$ cat src/rtl/spi_arbiter.sv
// spi_arbiter: round-robin arbiter granting two requesters access to one SPI register controller.
// Ports:
//   i_clk_sys, i_rst_n           system clock (rising edge), asynchronous active-low reset
//   i_reqN/i_rwN/i_addrN/i_wdataN requester N command (level request, 1 = read)
//   o_doneN/o_errN/o_rdataN      requester N completion pulse, timeout flag, held read data
//   o_spi_start/rw/addr/data     one-cycle start pulse and latched command to the SPI controller
//   i_spi_data_valid/i_spi_data  controller end-of-transaction pulse and read data
//   o_busy, o_grant              non-IDLE indicator, owner of current/last transaction
module spi_arbiter #(
    parameter int SPI_ADDR_WIDTH = 6,
    parameter int SPI_DATA_WIDTH = 20,
    parameter int TIMEOUT_CYCLES = 4096
) (
    input  logic                      i_clk_sys,
    input  logic                      i_rst_n,
    input  logic                      i_req0,
    input  logic                      i_req1,
    input  logic                      i_rw0,
    input  logic                      i_rw1,
    input  logic [SPI_ADDR_WIDTH-1:0] i_addr0,
    input  logic [SPI_ADDR_WIDTH-1:0] i_addr1,
    input  logic [SPI_DATA_WIDTH-1:0] i_wdata0,
    input  logic [SPI_DATA_WIDTH-1:0] i_wdata1,
    output logic                      o_done0,
    output logic                      o_done1,
    output logic                      o_err0,
    output logic                      o_err1,
    output logic [SPI_DATA_WIDTH-1:0] o_rdata0,
    output logic [SPI_DATA_WIDTH-1:0] o_rdata1,
    output logic                      o_spi_start,
    output logic                      o_spi_rw,
    output logic [SPI_ADDR_WIDTH-1:0] o_spi_addr,
    output logic [SPI_DATA_WIDTH-1:0] o_spi_data,
    input  logic                      i_spi_data_valid,
    input  logic [SPI_DATA_WIDTH-1:0] i_spi_data,
    output logic                      o_busy,
    output logic                      o_grant
);
    localparam int CW = $clog2(TIMEOUT_CYCLES);

    typedef enum logic [1:0] {IDLE, START, WAIT, DONE} state_t;

    state_t          state, state_nxt;
    logic [CW-1:0]   cnt;
    logic            last;
    logic            err;
    logic            timeout;
    logic            win;

    assign timeout = cnt == CW'(TIMEOUT_CYCLES - 1);
    // On a tie the requester that did not win last time goes next.
    assign win = (i_req0 && i_req1) ? ~last : i_req1;

    always_ff @(posedge i_clk_sys or negedge i_rst_n) begin
        if (!i_rst_n) state <= IDLE;
        else          state <= state_nxt;
    end

    always_comb begin
        state_nxt = state;
        case (state)
            IDLE:    state_nxt = (i_req0 || i_req1) ? START : IDLE;
            START:   state_nxt = WAIT;
            WAIT:    state_nxt = (i_spi_data_valid || timeout) ? DONE : WAIT;
            DONE:    state_nxt = IDLE;
            default: state_nxt = IDLE;
        endcase
    end

    always_comb begin
        o_spi_start = state == START;
        o_busy      = state != IDLE;
        o_done0     = state == DONE && !o_grant;
        o_done1     = state == DONE && o_grant;
        o_err0      = o_done0 && err;
        o_err1      = o_done1 && err;
    end

    always_ff @(posedge i_clk_sys or negedge i_rst_n) begin
        if (!i_rst_n) begin
            o_grant    <= 1'b0;
            last       <= 1'b1;
            o_spi_rw   <= 1'b0;
            o_spi_addr <= '0;
            o_spi_data <= '0;
            o_rdata0   <= '0;
            o_rdata1   <= '0;
            cnt        <= '0;
            err        <= 1'b0;
        end else begin
            case (state)
                IDLE: if (i_req0 || i_req1) begin
                    o_grant    <= win;
                    o_spi_rw   <= win ? i_rw1 : i_rw0;
                    o_spi_addr <= win ? i_addr1 : i_addr0;
                    o_spi_data <= win ? i_wdata1 : i_wdata0;
                end
                START: cnt <= '0;
                WAIT: begin
                    // Valid beats a coincident timeout.
                    if (i_spi_data_valid) begin
                        err <= 1'b0;
                        if (o_spi_rw && o_grant)  o_rdata1 <= i_spi_data;
                        if (o_spi_rw && !o_grant) o_rdata0 <= i_spi_data;
                    end else if (timeout) begin
                        err <= 1'b1;
                    end else begin
                        cnt <= cnt + 1'b1;
                    end
                end
                DONE:    last <= o_grant;
                default: ;
            endcase
        end
    end
endmodule

$ cat config.mk
export PLATFORM = sky130hd
export DESIGN_NAME = spi_arbiter
export DESIGN_NICKNAME = d
export VERILOG_FILES = /design/src/rtl/spi_arbiter.sv
export SDC_FILE = /design/constraint.sdc
export NUM_CORES = 1
export LEC_CHECK = 0
export CORE_UTILIZATION = 34
export DETAILED_ROUTE_END_ITERATION = 8
export PLACE_DENSITY = 0.66
export SYNTH_ARGS = -nofsm -noshare
export SYNTH_HDL_FRONTEND = slang
export SYNTH_SLANG_ARGS = --single-unit
$ cat constraint.sdc
create_clock -name i_clk_sys -period 2.8 [get_ports i_clk_sys]
set_input_delay 0.28 -clock i_clk_sys [delete_from_list [all_inputs] [get_ports i_clk_sys]]
set_output_delay 0.28 -clock i_clk_sys [all_outputs]
set_load 0.1 [all_outputs]
==> impl_metrics.toml <==
[synthesis]
synth_area_leader_cell = "dfrtp_1"
avgSynthCellArea_um2 = 12.1
yosys_warnings = 0
synthFlopType = "dfrtp_1"
ys_seq_area_share_pct = 56.1
synthCells = 310
yosys_register_bits = 84
syn-cell-area_um2 = 3750
ys_async_sr_fraction_pct = 100
synth_top_area_share_pct = 55.4
synth_edf_count = 0
synth_area_leaders = "dfrtp_1 (55%), mux2_2 (12%), mux2i_1 (7.2%)"
synthDistinctLibCells = 36
synth_nets = 394

[floorplanning]
rows = 37
dieWidth_um = 107
start_util_pct = 35.6
io_pins = 153
core_area_um2 = 10500
die_y_um = 107
die_area_um2 = 11400

[detailed_routing]
drt-initial-drc-count = 67
vias = 2966
dr.pass1.iters = 4
drc = 0
wirelength_um = 9070
wl_met3_um = 571
wire_per_inst_um = 15.1
highest_layer = "met4"
final_antenna_net_count = 0
wl_met1_um = 3790
met2_length_um = 4640
vias_per_cell = 4.94

[timing]
relSlewSlack_pct = 28.5
tightestPinTransition_ns = 1.07
rsz0062_at_grt = "false"
fmax_mhz = 494
final-hold-violation-count = 0
period_minus_slack_ns = 2.03
setup_violations = 0
final.setup.tns_ns = 0
worst_clock_skew_ns = 0.0135
slew_viol_final = 0
fin_crit_sh_pct = 72.4

[critical_path]
worstPathRequired_ns = 3.02
critPathCaptureType = "flop"
critPathMaxFanout = 13
crit_type = "reg2reg"
start_kind = "flop"
rr_worst_depth = 6
arrival_ns = 2.25

[min_path]
hp-class = "in2async"

[grt]
track_usage_pct = 16.3
grt_remaining_overflow = 0
grt_pass1_wl_um = 14500
grt_pass1_vias = 2954
antenna_found_initial = 0
grt_max_degree = 85

[cells_and_area]
nNetsFinal = 544
final_cell_mix = "dfrtp_1 (83), clkdlybuf4s50_1 (77), buf_4 (77)"
area_growth_pct = 45.1
n_fill_cell = 971
n_antenna_cell = 0
mostFrequentLayoutCell = "dfrtp_1"
drive_above_1_share_pct = 30.5

[place]
portBuffers = 152
place.gp.congestion = 0.805
dp_hpwl_um = 6580

[clock_tree]
cts_tree = "built"
numCtsBuffers = 9
cts_setup_buffers = 0
holdBufCountCts = 0
clkLatencyLatePin_ns = 0.35
clockBufferDepth = 2
path_clk_slew_ns = 0.08
cts_resized = 0
htreeDepth = 3
ctsRootBufferMaster = "clkbuf_8"
clock_sinks = 84

[status]
outcome = "completed"

[run]
maxCapViolCount = 0
-- cell families (layout without fill, tap and decap cells) --
kind of cell	count (synthesis)	after routing	share of synthesized area (%)
DFF	84	84	56.1
and+or+nand+nor	71	71	8.92
muxes	68	68	19.5
AOI/OAI and AO/OA	60	60	10.7
buffers and inverters	22	177	3.01
adders and majority gates	5	5	1.67
-- final timing paths --
kind	startpoint	end	slack [ns]
setup / recovery	state[0]	cnt[9]	0.77
hold / removal	i_rst_n	o_spi_data[16]	0.10
setup reg to reg	state[0]	cnt[9]	0.77
hold reg to reg	o_spi_addr[5]	o_spi_addr[5]	0.49
max in group asynchronous	i_rst_n	o_rdata1[5]	1.99
min in group i_clk_sys	o_spi_addr[5]	o_spi_addr[5]	0.49
-- area by class of cell --
class / instances / area [um2] / area share (%)
Sequential cell: 84 / 2100 / 38.7
Multi-Input combinational cell: 204 / 1560 / 28.7
Timing Repair Buffer: 156 / 1390 / 25.6
Tap cell: 136 / 170 / 3.13
Clock buffer: 11 / 131 / 2.42
Clock inverter: 5 / 61.3 / 1.13
Inverter: 5 / 18.8 / 0.345
-- layer usage --
metal	GRT usage [%]	vias to the layer above
met3	5.17	11
li1	-	1410
met2	28.4	104
met5	0	-
met1	19.5	1441
met4	4.01	0
-- Yosys cell counts, types with 2 or more instances --
master / number
mux2i_1: 27
nor2_1: 5
buf_6: 2
clkbuf_1: 7
a21oi_1: 2
and3_1: 3
nor2b_1: 2
and2_1: 3
dfrtp_1: 83
o21ai_0: 38
o31ai_1: 6
inv_1: 5
nand3_1: 7
buf_2: 6
buf_4: 2
nand2_1: 39
a21boi_0: 2
nand4_1: 6
a31oi_1: 2
mux2_2: 41
and4_1: 3
ha_1: 5
-- flip-flops by register name (all words and copies together) (netlist names) --
name,flops
o_rdata1,20
o_grant,1
last,1
o_spi_rw,1
o_spi_data,20
o_spi_addr,6
cnt,12
err,1
state,2
o_rdata0,20
-- through the flow --
step                      setup WS, ns  util [%]  hold WS [ns]  area, um2  std cells
final                            0.774      51.7         0.103       5430        601
after global routing             0.617      51.7         0.192       5430        601
after CTS                        0.769      51.7         0.150       5430        601
after detailed placement         0.793      49.9         0.472       5240        585
after global placement           0.917      49.9         0.463       5240        585
after floorplan                  0.211         -       -0.0156       3750        310
-- worst max-delay path: stages, from the launching register on --
cell and delay, ns:
dfrtp_1 0.41, inv_1 0.09, ha_1 0.45, nand2_1 0.20
nor2_1 0.21, nand2_1 0.19, o311ai_0 0.36
Power is not shown: default switching activity piles up to over one toggle a cycle in this logic, so the estimate is an artifact.
